### config.mk
export PLATFORM = sky130hd
export DESIGN_NAME = jedro_1_run_ctrl
export DESIGN_NICKNAME = d
export VERILOG_FILES = /design/src/rtl/jedro_1_run_ctrl_pkg.sv /design/src/rtl/jedro_1_run_checker.sv /design/src/rtl/jedro_1_run_ctrl.sv
export SDC_FILE = /design/constraint.sdc
export NUM_CORES = 1
export LEC_CHECK = 0
export ABC_CLOCK_PERIOD_IN_PS = 4100
export BUFFER_PORTS_ARGS = -buffer_cell sky130_fd_sc_hd__buf_2
export CAP_MARGIN = 20
export CORE_ASPECT_RATIO = 1.5
export CORE_MARGIN = 2
export CORE_UTILIZATION = 50
export DETAILED_ROUTE_END_ITERATION = 12
export MAX_ROUTING_LAYER = met4
export PLACE_DENSITY = 0.82
export SLEW_MARGIN = 20
export SYNTH_ARGS = -nofsm -noshare
export SYNTH_HDL_FRONTEND = slang
export SYNTH_HIERARCHICAL = 1
export SYNTH_SLANG_ARGS = --single-unit
### constraint.sdc
create_clock -name clk_i -period 4.1 [get_ports clk_i]
set_input_delay 0.205 -clock clk_i [delete_from_list [all_inputs] [get_ports clk_i]]
set_output_delay 0.205 -clock clk_i [all_outputs]
set_load 0.02 [all_outputs]
### src/rtl/jedro_1_run_ctrl_pkg.sv
// Shared types and width helpers for the jedro_1 directed-test run controller.
package jedro_1_run_ctrl_pkg;

  typedef enum logic [2:0] {
    ST_IDLE,
    ST_RESET,
    ST_RUN,
    ST_DRAIN,
    ST_CHECK,
    ST_DONE
  } run_state_e;

  // Bits needed to hold the values 0..n inclusive.
  function automatic int cnt_w(input int n);
    return (n < 1) ? 1 : $clog2(n + 1);
  endfunction

  // Bits needed to index n entries; never narrower than one bit.
  function automatic int idx_w(input int n);
    return (n < 2) ? 1 : $clog2(n);
  endfunction

endpackage

### src/rtl/jedro_1_run_checker.sv
// Pipelined register readback: one address per slot, compare one slot later.
module jedro_1_run_checker
  import jedro_1_run_ctrl_pkg::*;
#(
  parameter int DATA_WIDTH     = 32,
  parameter int REG_ADDR_WIDTH = 5,
  parameter int NUM_CHECKS     = 4
) (
  input  logic                                 clk_i,
  input  logic                                 rstn_i,
  input  logic                                 clear_i,
  input  logic                                 start_i,
  input  logic                                 stop_i,
  input  logic [NUM_CHECKS-1:0]                chk_en_i,
  input  logic [NUM_CHECKS*REG_ADDR_WIDTH-1:0] chk_addr_i,
  input  logic [NUM_CHECKS*DATA_WIDTH-1:0]     chk_val_i,
  input  logic [DATA_WIDTH-1:0]                rf_rdata_i,
  output logic [REG_ADDR_WIDTH-1:0]            rf_raddr_o,
  output logic                                 done_o,
  output logic [cnt_w(NUM_CHECKS)-1:0]         fail_cnt_o,
  output logic [idx_w(NUM_CHECKS)-1:0]         first_fail_idx_o,
  output logic [DATA_WIDTH-1:0]                first_fail_val_o
);

  localparam int SW = cnt_w(NUM_CHECKS);
  localparam int IW = idx_w(NUM_CHECKS);

  logic                  active_q;
  logic [SW-1:0]         slot_q;
  logic [SW-1:0]         fail_cnt_q;
  logic [IW-1:0]         first_idx_q;
  logic [DATA_WIDTH-1:0] first_val_q;

  logic                  cmp_en;
  logic [DATA_WIDTH-1:0] cmp_exp;
  logic [IW-1:0]         cmp_idx;
  logic                  mismatch;

  // Slot k issues address k and judges entry k-1, whose data has just returned.
  always_comb begin
    rf_raddr_o = '0;
    cmp_en     = 1'b0;
    cmp_exp    = '0;
    cmp_idx    = '0;
    for (int i = 0; i < NUM_CHECKS; i++) begin
      if (active_q && slot_q == SW'(i)) begin
        rf_raddr_o = chk_addr_i[i*REG_ADDR_WIDTH +: REG_ADDR_WIDTH];
      end
      if (active_q && slot_q == SW'(i + 1)) begin
        cmp_en  = chk_en_i[i];
        cmp_exp = chk_val_i[i*DATA_WIDTH +: DATA_WIDTH];
        cmp_idx = IW'(i);
      end
    end
  end

  assign mismatch = cmp_en && (rf_rdata_i != cmp_exp);
  assign done_o   = active_q && (slot_q == SW'(NUM_CHECKS));

  always_ff @(posedge clk_i or negedge rstn_i) begin
    if (!rstn_i) begin
      active_q    <= 1'b0;
      slot_q      <= '0;
      fail_cnt_q  <= '0;
      first_idx_q <= '0;
      first_val_q <= '0;
    end else if (clear_i) begin
      active_q    <= 1'b0;
      slot_q      <= '0;
      fail_cnt_q  <= '0;
      first_idx_q <= '0;
      first_val_q <= '0;
    end else if (start_i) begin
      active_q <= 1'b1;
      slot_q   <= '0;
    end else if (active_q) begin
      if (stop_i) begin
        active_q <= 1'b0;
      end else begin
        if (mismatch) begin
          fail_cnt_q <= fail_cnt_q + 1'b1;
          if (fail_cnt_q == '0) begin
            first_idx_q <= cmp_idx;
            first_val_q <= rf_rdata_i;
          end
        end
        if (done_o) begin
          active_q <= 1'b0;
        end else begin
          slot_q <= slot_q + 1'b1;
        end
      end
    end
  end

  assign fail_cnt_o       = fail_cnt_q;
  assign first_fail_idx_o = first_idx_q;
  assign first_fail_val_o = first_val_q;

endmodule

### src/rtl/jedro_1_run_ctrl.sv
// Run controller for jedro_1 directed tests: reset core, run to halt or budget,
// drain, then read back and judge register values.
module jedro_1_run_ctrl
  import jedro_1_run_ctrl_pkg::*;
#(
  parameter int DATA_WIDTH     = 32,
  parameter int REG_ADDR_WIDTH = 5,
  parameter int NUM_CHECKS     = 4,
  parameter int RESET_CYCLES   = 3,
  parameter int MAX_CYCLES     = 64,
  parameter int DRAIN_CYCLES   = 3,
  parameter int CNT_WIDTH      = 16
) (
  input  logic                                 clk_i,
  input  logic                                 rstn_i,
  input  logic                                 start_i,
  input  logic                                 abort_i,
  input  logic                                 illegal_instr_i,
  input  logic [NUM_CHECKS-1:0]                chk_en_i,
  input  logic [NUM_CHECKS*REG_ADDR_WIDTH-1:0] chk_addr_i,
  input  logic [NUM_CHECKS*DATA_WIDTH-1:0]     chk_val_i,
  output logic [REG_ADDR_WIDTH-1:0]            rf_raddr_o,
  input  logic [DATA_WIDTH-1:0]                rf_rdata_i,
  output logic                                 dut_rstn_o,
  output logic                                 busy_o,
  output logic                                 done_o,
  output logic                                 pass_o,
  output logic                                 timeout_o,
  output logic                                 illegal_seen_o,
  output logic [cnt_w(NUM_CHECKS)-1:0]         fail_cnt_o,
  output logic [idx_w(NUM_CHECKS)-1:0]         first_fail_idx_o,
  output logic [DATA_WIDTH-1:0]                first_fail_val_o,
  output logic [CNT_WIDTH-1:0]                 cycle_cnt_o,
  output run_state_e                           state_o
);

  localparam int RSW = cnt_w(RESET_CYCLES);
  localparam int DSW = cnt_w(DRAIN_CYCLES);

  run_state_e           state_q;
  logic [RSW-1:0]       rst_cnt_q;
  logic [DSW-1:0]       drain_cnt_q;
  logic [CNT_WIDTH-1:0] cycle_cnt_q;
  logic                 busy_q;
  logic                 done_q;
  logic                 dut_rstn_q;
  logic                 timeout_q;
  logic                 illegal_q;
  logic                 aborted_q;

  logic start_ok;
  logic abort_run;
  logic chk_start;
  logic chk_done;

  assign start_ok  = start_i && (state_q == ST_IDLE || state_q == ST_DONE);
  assign abort_run = abort_i && (state_q == ST_RESET || state_q == ST_RUN ||
                                 state_q == ST_DRAIN || state_q == ST_CHECK);

  // Checker handshake: chk_start is a one-cycle pulse on the edge that enters
  // CHECK; chk_done is high for exactly the final slot and the FSM leaves CHECK
  // on that same edge. chk_clear wipes results when a new run is accepted.
  assign chk_start = (state_q == ST_DRAIN) && !abort_i &&
                     (drain_cnt_q == DSW'(DRAIN_CYCLES - 1));

  jedro_1_run_checker #(
    .DATA_WIDTH    (DATA_WIDTH),
    .REG_ADDR_WIDTH(REG_ADDR_WIDTH),
    .NUM_CHECKS    (NUM_CHECKS)
  ) u_checker (
    .clk_i           (clk_i),
    .rstn_i          (rstn_i),
    .clear_i         (start_ok),
    .start_i         (chk_start),
    .stop_i          (abort_run),
    .chk_en_i        (chk_en_i),
    .chk_addr_i      (chk_addr_i),
    .chk_val_i       (chk_val_i),
    .rf_rdata_i      (rf_rdata_i),
    .rf_raddr_o      (rf_raddr_o),
    .done_o          (chk_done),
    .fail_cnt_o      (fail_cnt_o),
    .first_fail_idx_o(first_fail_idx_o),
    .first_fail_val_o(first_fail_val_o)
  );

  always_ff @(posedge clk_i or negedge rstn_i) begin
    if (!rstn_i) begin
      state_q     <= ST_IDLE;
      rst_cnt_q   <= '0;
      drain_cnt_q <= '0;
      cycle_cnt_q <= '0;
      busy_q      <= 1'b0;
      done_q      <= 1'b0;
      dut_rstn_q  <= 1'b0;
      timeout_q   <= 1'b0;
      illegal_q   <= 1'b0;
      aborted_q   <= 1'b0;
    end else if (abort_run) begin
      // Results freeze where they stand; only the status flags move.
      state_q    <= ST_DONE;
      busy_q     <= 1'b0;
      done_q     <= 1'b1;
      dut_rstn_q <= 1'b0;
      aborted_q  <= 1'b1;
    end else begin
      case (state_q)
        ST_IDLE, ST_DONE: begin
          if (start_i) begin
            state_q     <= ST_RESET;
            rst_cnt_q   <= '0;
            drain_cnt_q <= '0;
            cycle_cnt_q <= '0;
            busy_q      <= 1'b1;
            done_q      <= 1'b0;
            dut_rstn_q  <= 1'b0;
            timeout_q   <= 1'b0;
            illegal_q   <= 1'b0;
            aborted_q   <= 1'b0;
          end
        end
        ST_RESET: begin
          if (rst_cnt_q == RSW'(RESET_CYCLES - 1)) begin
            state_q    <= ST_RUN;
            dut_rstn_q <= 1'b1;
          end else begin
            rst_cnt_q <= rst_cnt_q + 1'b1;
          end
        end
        ST_RUN: begin
          if (cycle_cnt_q != CNT_WIDTH'(MAX_CYCLES)) begin
            cycle_cnt_q <= cycle_cnt_q + 1'b1;
          end
          // Illegal takes priority, even on the last budget cycle.
          if (illegal_instr_i) begin
            illegal_q <= 1'b1;
            state_q   <= ST_DRAIN;
          end else if (cycle_cnt_q >= CNT_WIDTH'(MAX_CYCLES - 1)) begin
            timeout_q <= 1'b1;
            state_q   <= ST_DRAIN;
          end
        end
        ST_DRAIN: begin
          if (chk_start) begin
            state_q <= ST_CHECK;
          end else begin
            drain_cnt_q <= drain_cnt_q + 1'b1;
          end
        end
        ST_CHECK: begin
          if (chk_done) begin
            state_q    <= ST_DONE;
            busy_q     <= 1'b0;
            done_q     <= 1'b1;
            dut_rstn_q <= 1'b0;
          end
        end
        default: state_q <= ST_IDLE;
      endcase
    end
  end

  assign dut_rstn_o     = dut_rstn_q;
  assign busy_o         = busy_q;
  assign done_o         = done_q;
  assign timeout_o      = timeout_q;
  assign illegal_seen_o = illegal_q;
  assign cycle_cnt_o    = cycle_cnt_q;
  assign state_o        = state_q;
  assign pass_o         = done_q && !aborted_q && illegal_q && (fail_cnt_o == '0);

endmodule
==> results.toml, run 1 <==
[logic_synthesis]
syn_nets = 958
syn_area_per_cell_sq_um = 8.34
ys_warn_count = 6
mappedNetlistArea_sq_mm = 0.00632
synth_cell_types = 75
ys_ff_latch = 70
async_reset_ff_share_pct = 100
synthCells = 758
synth_edf_count = 0
yosysSeqAreaShare_pct = 27.7
synth_ff_type = "dfrtp_1"

[sta]
setup_ws_ns = 0.457
maxSlewViolCount = 0
clock.fmax_ghz = 0.274
finalSetupViolations = 0
post-route-period-util_pct = 88.9
timing.hold.ws_ns = -0.0119
rsz0062_at_grt = "false"
finalHoldViolations = 13
slew_headroom_pct = 36.9
clock-skew-final_ns = 0.00851
worst_slew_pin_slew_ns = 0.945
min_period_ns = 3.64

[cts]
clkSinkCount = 70
clk_pin_slew_ns = 0.06
clk_latency_ns = 0.33
cts_max_level = 3
hold_buffers = 0
cts_buffers = 9
clk_path_buf_depth = 2
cts_tree = "built"
clockRootBuffer = "clkbuf_16"

[grt]
grt_overflow = 0
globalRouteMet1Util_pct = 36.4
grt_pass1_wl_mm = 34.2
gr-usage-all-layers_pct = 33.8
gr-usage-met2_pct = 57.2
antenna_found_initial = 1
top_usage_layer = "met2"
grt_pass1_vias = 6653
grt_max_degree = 81
grt_util_met3_pct = 5.05

[route]
vias = 6897
ant_nets = 0
wl_mm = 23.1
wl_per_cell_microns = 19.9
via_per_inst = 5.95
drtPass1Iterations = 5
drt_first_iter_violations = 514
drc = 0

[placement]
preCtsSetupSlack_ns = -0.00977
dpl_cell_area_sq_mm = 0.00780
dp_hpwl_mm = 18.2
gp_congestion = 1.04
numPortBuffers = 255
post-place-cells = 1142

[critical_path]
ff2ff_path_depth = 12
slowest_delay_ns = 0.43
slowest_stage = "dfrtp_1"
crit_path_start_kind = "register"
cp.arrival_ns = 3.85
cp_max_fo = 41
cp.required_ns = 4.31
crit_type = "reg2reg"
worstPathCellList = "ha_1, ha_1, and2_1, buf_12, a221o_1, a221o_1, a32o_1, nor4_1, and4b_1, a2111oi_4, buf_4, mux2_1"
end_kind = "register"

[finish]
area_growth_pct = 29.4
final_common_cell = "buf_2"
most-common-layout-cells = "buf_2, nand2b_1, dfrtp_1, nand2_1, mux2i_1"
layout.cells.non_filler = 1160
postLayoutCellArea_sq_mm = 0.00818
drive_above_1_share_pct = 33.0
nets = 1198

[die]
dieHeight_microns = 142
num_rows = 50
start_util_pct = 51.1
coreArea_sq_mm = 0.0124
die-area_sq_mm = 0.0136
io_pins = 256
dieWidth_microns = 95.8

[hold_path]
hold_path_class = "in2async"

[outcome]
violations = "hold timing"
status = "finished with violations"

[power_and_ir_drop]
peakVddDrop_mv = 0.430
p_per_area_mw_per_mm2 = 313
power.leakage_nw = 3.79

[job]
drv_cap = 0
-- kinds of logic (layout without fill, tap and decap cells) --
logic type,Yosys count,in the layout,share of synthesized area [%]
multiplexers,57,57,9.14
other,0,1,0
buffers and inverters,90,335,6.88
AND/OR/NAND/NOR,309,309,27.7
adder cells (fa/ha/maj),11,11,2.18
XOR/XNOR,14,14,1.94
AO/OA/AOI/OAI,207,207,24.5
flip-flops,70,70,27.7
-- registers in the layout, summed over array words and instances (netlist names), 2 cells and up --
signal,flops
u_checker/first_fail_val_o,32
cycle_cnt_o,16
state_o,3
u_checker/fail_cnt_o,3
u_checker/slot_q,3
drain_cnt_q,2
rst_cnt_q,2
u_checker/first_fail_idx_o,2
-- worst paths after layout --
| check | start | end | slack [ns] |
|---|---|---|---|
| worst max-delay path | u_checker/slot_q[0]$_DFFE_PN0P_ | u_checker/first_fail_idx_o[0]$_DFFE_PN0P_ | 0.46 |
| worst min-delay path | rstn_i | cycle_cnt_o[5]$_DFFE_PN0P_ | -0.01 |
| worst max register to register | u_checker/slot_q[0]$_DFFE_PN0P_ | u_checker/first_fail_idx_o[0]$_DFFE_PN0P_ | 0.46 |
| worst min register to register | aborted_q$_DFFE_PN0P_ | aborted_q$_DFFE_PN0P_ | 0.49 |
| max in group asynchronous | rstn_i | u_checker/first_fail_val_o[8]$_DFFE_PN0P_ | 3.50 |
| min in group clk_i | illegal_instr_i | timeout_o$_DFFE_PN0P_ | 0.12 |
-- report_power, final --
group | total, mW | internal, mW | switching (mW)
Sequential | 0.792 | 0.736 | 0.0555
Clock | 0.961 | 0.659 | 0.303
Combinational | 0.812 | 0.353 | 0.459
Total | 2.57 | 1.75 | 0.817
-- layout make-up --
class / instances / area, sq um
fillers: 1080 / 4200
multi-input cells: 598 / 4140
flip-flops and latches: 70 / 1750
repair buffers: 287 / 1610
clock buffers: 9 / 225
well taps: 156 / 195
clock inverters: 7 / 145
inverters: 32 / 120
diodes: 1 / 2.50
-- synth_stat cells (5+ instances only) --
library cell / n / share of area (%)
nand2b_1: 90 / 8.9
dfrtp_1: 70 / 28
nand2_1: 65 / 3.9
mux2i_1: 51 / 8.1
a21oi_1: 37 / 2.9
o21ai_0: 35 / 2.8
inv_1: 30 / 1.8
nor2_1: 30 / 1.8
clkbuf_1: 26 / 1.5
nor2b_1: 26 / 2.6
buf_2: 20 / 1.6
and2_1: 18 / 1.8
a221oi_1: 17 / 2.4
nand3_1: 15 / 1.2
a211oi_1: 14 / 1.7
a221o_1: 12 / 1.9
ha_1: 11 / 2.2
a22oi_1: 10 / 1.2
a31oi_1: 10 / 0.99
nand4_1: 10 / 0.99
nor4_1: 10 / 0.99
nor3_1: 9 / 0.71
a2111oi_2: 8 / 1.9
buf_6: 8 / 1.4
xor2_1: 8 / 1.1
o211ai_1: 7 / 0.83
o21ai_1: 7 / 0.55
and3_1: 6 / 0.59
and3b_1: 6 / 0.83
xnor2_1: 6 / 0.83
a2111oi_0: 5 / 0.69
a211o_1: 5 / 0.69
a21o_1: 5 / 0.59
-- stage by stage --
step | hold slack (ns) | power, mW | setup TNS, ns | utilization, %
2_1_floorplan | -0.0906 | 1.36 | 0 | -
3_3_place_gp | 0.376 | 1.59 | 0 | 63.0
3_5_place_dp | 0.386 | 1.61 | -0.0150 | 63.0
4_1_cts | 0.0257 | 2.58 | 0 | 66.1
5_1_grt | 0.0573 | 2.70 | 0 | 66.1
6_report | -0.0119 | 2.57 | 0 | 66.1
-- per-layer routing --
| metal | wire length, microns | vias to the layer above |
|---|---|---|
| met5 | 0 | - |
| met4 | 1270 | 0 |
| met3 | 1890 | 79 |
| met2 | 11700 | 366 |
| met1 | 8220 | 3196 |
| li1 | - | 3256 |
-- worst max-delay path, delay by kind of cell (launching register included) --
kind	cells	cell delay [ns]
buffers and inverters	2	0.40
multiplexers	1	0.33
AO/OA/AOI/OAI	4	0.99
flip-flops	1	0.43
adder cells (fa/ha/maj)	2	0.48
AND/OR/NAND/NOR	3	0.88
-- what timing repair did --
action                                  4_1_cts  5_1_grt
endpoints found under the setup margin        4        0
buffers inserted                              1        0
resized for setup                             0        0
endpoints found under the hold margin         0        0
No activity file was read; power rests on OpenSTA's default activity.
==> inputs of run 2 (changes only) <==
--- a/config.mk
+++ b/config.mk
@@ -5,7 +5,7 @@
 export SDC_FILE = /design/constraint.sdc
 export NUM_CORES = 1
 export LEC_CHECK = 0
-export ABC_CLOCK_PERIOD_IN_PS = 4100
+export ABC_CLOCK_PERIOD_IN_PS = 3900
 export BUFFER_PORTS_ARGS = -buffer_cell sky130_fd_sc_hd__buf_2
 export CAP_MARGIN = 20
 export CORE_ASPECT_RATIO = 1.5
==> constraint.sdc (replaced) <==
create_clock -name clk_i -period 3.9 [get_ports clk_i]
set_input_delay 0.195 -clock clk_i [delete_from_list [all_inputs] [get_ports clk_i]]
set_output_delay 0.195 -clock clk_i [all_outputs]
set_load 0.02 [all_outputs]
==> results.toml, run 2 (same netlist as run 1, synthesis figures left out) <==
[critical_path]
r2r_start = "u_checker/slot_q[0]$_DFFE_PN0P_"
end_kind = "register"
cp.arrival_ns = 3.89
reg2reg_slack_ns = 0.21
ff2ff_path_depth = 12
cp.required_ns = 4.11
crit_end = "u_checker/first_fail_val_o[27]$_DFFE_PN0P_"
slowest_stage = "dfrtp_1"
crit_path_start_kind = "register"
crit_type = "reg2reg"
r2r_end = "u_checker/first_fail_val_o[27]$_DFFE_PN0P_"
path_common_cell = "a221o_1"
worstPathCellList = "inv_1, ha_1, and4bb_1, buf_12, a221o_1, a221o_1, a32o_1, nor4_1, and4b_1, a2111oi_4, buf_4, mux2i_1"
crit_start = "u_checker/slot_q[0]$_DFFE_PN0P_"
cp_max_fo = 31
slowest_delay_ns = 0.43

[outcome]
violations = "hold timing"
status = "finished with violations"

[cts]
clkSinkCount = 70
cts_tree = "built"
cts_max_level = 3
ctsResizeCount = 0
clk_path_buf_depth = 2
postCtsSetupBuffers = 0
cts_buffers = 9
clk_latency_ns = 0.34
clk_pin_slew_ns = 0.06
clockRootBuffer = "clkbuf_16"
hold_buffers = 0

[grt]
grt_max_degree = 81
grt_pass1_wl_mm = 34.5
gr-usage-all-layers_pct = 34.2
grt_pass1_vias = 6738
antenna_found_initial = 1
grt_overflow = 0

[sta]
finalSetupViolations = 0
post-route-period-util_pct = 94.5
clock.fmax_ghz = 0.271
min_period_ns = 3.69
setup-tns-final_ns = 0
slew_headroom_pct = 35.4
finalHoldViolations = 27
timing.hold.ws_ns = -0.0178
maxSlewViolCount = 0
rsz0062_at_grt = "false"
worst_slew_pin_slew_ns = 0.967
clock-skew-final_ns = 0.00246

[die]
dieWidth_microns = 95.8
die-area_sq_mm = 0.0136
dieHeight_microns = 142
io_pins = 256
coreArea_sq_mm = 0.0124
num_rows = 50
start_util_pct = 51.1

[placement]
dp_hpwl_mm = 18.2
numPortBuffers = 255
gp_congestion = 1.07

[route]
wl_per_cell_microns = 20.4
ant_nets = 0
via_per_inst = 6.05
drtPass1Iterations = 5
drt_first_iter_violations = 489
drc = 0
vias = 6955
wl_mm = 23.5

[finish]
drive_above_1_share_pct = 32.4
area_growth_pct = 26.4
largest_reg_flops = 32
final_common_cell = "buf_2"
fill_cells = 1088
most-common-layout-cells = "buf_2, nand2b_1, dfrtp_1, nand2_1, mux2i_1"
nets = 1187

[power_and_ir_drop]
p_per_area_mw_per_mm2 = 322
power.leakage_nw = 3.69
peakVddDrop_mv = 0.434

[job]
drv_cap = 0

[hold_path]
hold_path_class = "in2async"
## run 2: where the power goes
| part | switching [mW] | internal, mW |
|---|---|---|
| clock network | 0.324 | 0.575 |
| registers | 0.0855 | 0.774 |
| logic | 0.461 | 0.360 |
## run 2: how the worst min path moves through the flow
stage,to,start,cells past startpoint
final,u_checker/first_fail_val_o[22]$_DFFE_PN0P_,rstn_i,1
after global routing,cycle_cnt_o[5]$_DFFE_PN0P_,rstn_i,1
after CTS,u_checker/first_fail_val_o[22]$_DFFE_PN0P_,rstn_i,1
after detailed placement,cycle_cnt_o[8]$_DFFE_PN0P_,rstn_i,1
after global placement,cycle_cnt_o[8]$_DFFE_PN0P_,rstn_i,1
after floorplan,aborted_q$_DFFE_PN0P_,rstn_i,0
## run 2: worst max-delay path: cells and delay by family, from the launching register on
family | cells | cell delay (ns)
AOI/OAI and AO/OA | 4 | 1.01
adders and majority gates | 1 | 0.33
buffers and inverters | 3 | 0.59
DFF | 1 | 0.43
muxes | 1 | 0.17
and+or+nand+nor | 3 | 0.99
## run 2: through the flow
step / worst slack [ns] / power, mW / instance area [sq um] / util (%) / std cells
2_1_floorplan: 0.659 / 1.43 / 6320 / - / 758
3_3_place_gp: 0.343 / 1.66 / 7670 / 61.9 / 1132
3_5_place_dp: 0.245 / 1.69 / 7670 / 61.9 / 1132
4_1_cts: 0.216 / 2.59 / 7990 / 64.5 / 1148
5_1_grt: 0.0290 / 2.70 / 8000 / 64.5 / 1149
6_report: 0.215 / 2.58 / 8000 / 64.5 / 1149
## run 2: layer usage
layer  wire, microns  part of all wire [%]  GRT usage [%]  up-vias
met3            1990                   8.5           5.26       86
met5               0                     0              -        -
met4            1250                   5.3           19.5        0
li1                -                     -              -     3225
met1            8410                    36           38.0     3270
met2           11800                    50           57.3      374
## run 2: layout make-up
type / instances / area [sq um] / area share [%]
Antenna cell: 1 / 2.50 / 0.0313
Tap cell: 156 / 195 / 2.44
Multi-Input combinational cell: 598 / 4140 / 51.8
Timing Repair Buffer: 276 / 1460 / 18.3
Inverter: 32 / 120 / 1.50
Clock inverter: 6 / 85.1 / 1.06
Clock buffer: 10 / 239 / 2.99
Sequential cell: 70 / 1750 / 21.9
==> inputs of run 3 (changes only) <==
--- a/config.mk
+++ b/config.mk
@@ -13,7 +13,7 @@
 export CORE_UTILIZATION = 50
 export DETAILED_ROUTE_END_ITERATION = 12
 export MAX_ROUTING_LAYER = met4
-export PLACE_DENSITY = 0.82
+export PLACE_DENSITY_LB_ADDON = 0.08
 export SLEW_MARGIN = 20
 export SYNTH_ARGS = -nofsm -noshare
 export SYNTH_HDL_FRONTEND = slang
==> results.toml, run 3 (same netlist as run 1, synthesis figures left out) <==
[route]
via_per_inst = 5.93
vias = 6878
wl_per_cell_microns = 19.4
drtPass1Iterations = 4
ant_nets = 0
wl_mm = 22.5
drc = 0
drt_first_iter_violations = 411

[grt]
grt_max_degree = 81
grt_overflow = 0
gr-usage-all-layers_pct = 33.0
grt_pass1_wl_mm = 33.6
antenna_found_initial = 0
grt_pass1_vias = 6640

[critical_path]
cp.arrival_ns = 3.82
slowest_stage = "dfrtp_1"
crit_type = "reg2reg"
end_kind = "register"
worstPathCellList = "inv_1, ha_1, and3b_1, buf_4, a221o_1, a221o_1, a32o_1, nor4_1, and4b_1, a2111oi_4, buf_4, mux2_1"
cp.required_ns = 4.10
crit_path_start_kind = "register"
cp_max_fo = 11
slowest_delay_ns = 0.40

[die]
io_pins = 256
dieHeight_microns = 142
start_util_pct = 51.1
num_rows = 50
coreArea_sq_mm = 0.0124
dieWidth_microns = 95.8
die-area_sq_mm = 0.0136

[cts]
cts_buffers = 9
clk_pin_slew_ns = 0.06
clk_latency_ns = 0.34
cts_max_level = 3
cts_tree = "built"
clockRootBuffer = "clkbuf_16"
postCtsSetupBuffers = 0
clkSinkCount = 70
hold_buffers = 0
clk_path_buf_depth = 2
ctsResizeCount = 0

[power_and_ir_drop]
power_frac_comb_pct = 32.9
swShare_pct = 33.0
peakVddDrop_mv = 0.451
p_per_area_mw_per_mm2 = 320
power.leakage_nw = 3.77
clkPwrFrac_pct = 35.2
switching_power_mw = 0.858
p_int_mw = 1.74
power_frac_seq_pct = 31.9

[sta]
worst_slew_pin_slew_ns = 0.948
slew_headroom_pct = 36.7
finalSetupViolations = 0
timing.hold.ws_ns = -0.0312
setup_ws_ns = 0.284
clock.fmax_ghz = 0.277
finalHoldViolations = 13
setup-tns-final_ns = 0
min_period_ns = 3.62
post-route-period-util_pct = 92.7
maxSlewViolCount = 0
clock-skew-final_ns = 0.0150
rsz0062_at_grt = "false"

[finish]
area_growth_pct = 28.4
drive_above_1_share_pct = 33.0
largest_reg_flops = 32
nets = 1198
final_common_cell = "buf_2"
antenna_cells = 0
most-common-layout-cells = "buf_2, nand2b_1, dfrtp_1, nand2_1, mux2i_1"
fill_cells = 1097

[placement]
numPortBuffers = 255
gp_congestion = 0.952
preCtsSetupSlack_ns = 0.117
dp_hpwl_mm = 17.5

[job]
drv_cap = 0

[outcome]
status = "finished with violations"
violations = "hold timing"

[hold_path]
hold_path_class = "in2async"
-- run 3: cell type report --
class / instances / area (sq um) / area share (%)
Multi-Input combinational cell: 598 / 4140 / 51.0
Sequential cell: 70 / 1750 / 21.6
Timing Repair Buffer: 287 / 1580 / 19.5
Clock buffer: 11 / 253 / 3.11
Tap cell: 156 / 195 / 2.40
Inverter: 32 / 120 / 1.48
Clock inverter: 5 / 81.3 / 1.00
-- run 3: power groups by stage --
stage	combinational (mW)	clock, mW	sequential (mW)
global route	0.938	0.961	0.836
CTS	0.858	0.927	0.829
global placement	0.841	0	0.839
floorplan	0.574	0	0.852
detailed placement	0.853	0	0.840
finish	0.854	0.915	0.830
-- run 3: path summary, 6_finish.rpt --
kind                                                 startpoint                                          to  slack, ns  cells past startpoint
max in group asynchronous                                rstn_i  u_checker/first_fail_val_o[22]$_DFFE_PN0P_       3.30                      1
worst min-delay path                                     rstn_i                    rst_cnt_q[1]$_DFFE_PN0P_      -0.03                      1
worst max-delay path            u_checker/slot_q[0]$_DFFE_PN0P_   u_checker/first_fail_idx_o[0]$_DFFE_PN0P_       0.28                     12
min in group clk_i                              illegal_instr_i                       timeout_o$_DFFE_PN0P_       0.09                      2
worst max register to register  u_checker/slot_q[0]$_DFFE_PN0P_   u_checker/first_fail_idx_o[0]$_DFFE_PN0P_       0.28                     12
worst min register to register       drain_cnt_q[0]$_DFFE_PN0P_                  drain_cnt_q[0]$_DFFE_PN0P_       0.48                      1
-- run 3: worst max-delay path, delay by kind of cell, from the launching register on --
family | cells | cell delay (ns)
AOI/OAI and AO/OA | 4 | 1.00
DFF | 1 | 0.40
adders and majority gates | 1 | 0.27
muxes | 1 | 0.33
and+or+nand+nor | 3 | 1.01
buffers and inverters | 3 | 0.47
-- run 3: metrics by stage --
| stage | std cells | area (sq um) | power, mW | util [%] |
|---|---|---|---|---|
| finish | 1159 | 8120 | 2.60 | 65.6 |
| CTS | 1157 | 8110 | 2.61 | 65.4 |
| detailed placement | 1141 | 7770 | 1.69 | 62.7 |
| global route | 1159 | 8120 | 2.74 | 65.6 |
| floorplan | 758 | 6320 | 1.43 | - |
| global placement | 1141 | 7770 | 1.68 | 62.7 |
-- run 3: routing by layer --
layer / global-route usage [%] / part of all wire, % / up-vias
met2: 55.2 / 49 / 365
met3: 4.46 / 8.3 / 65
met5: - / 0 / -
li1: - / - / 3251
met1: 38.3 / 37 / 3197
met4: 16.8 / 5.1 / 0
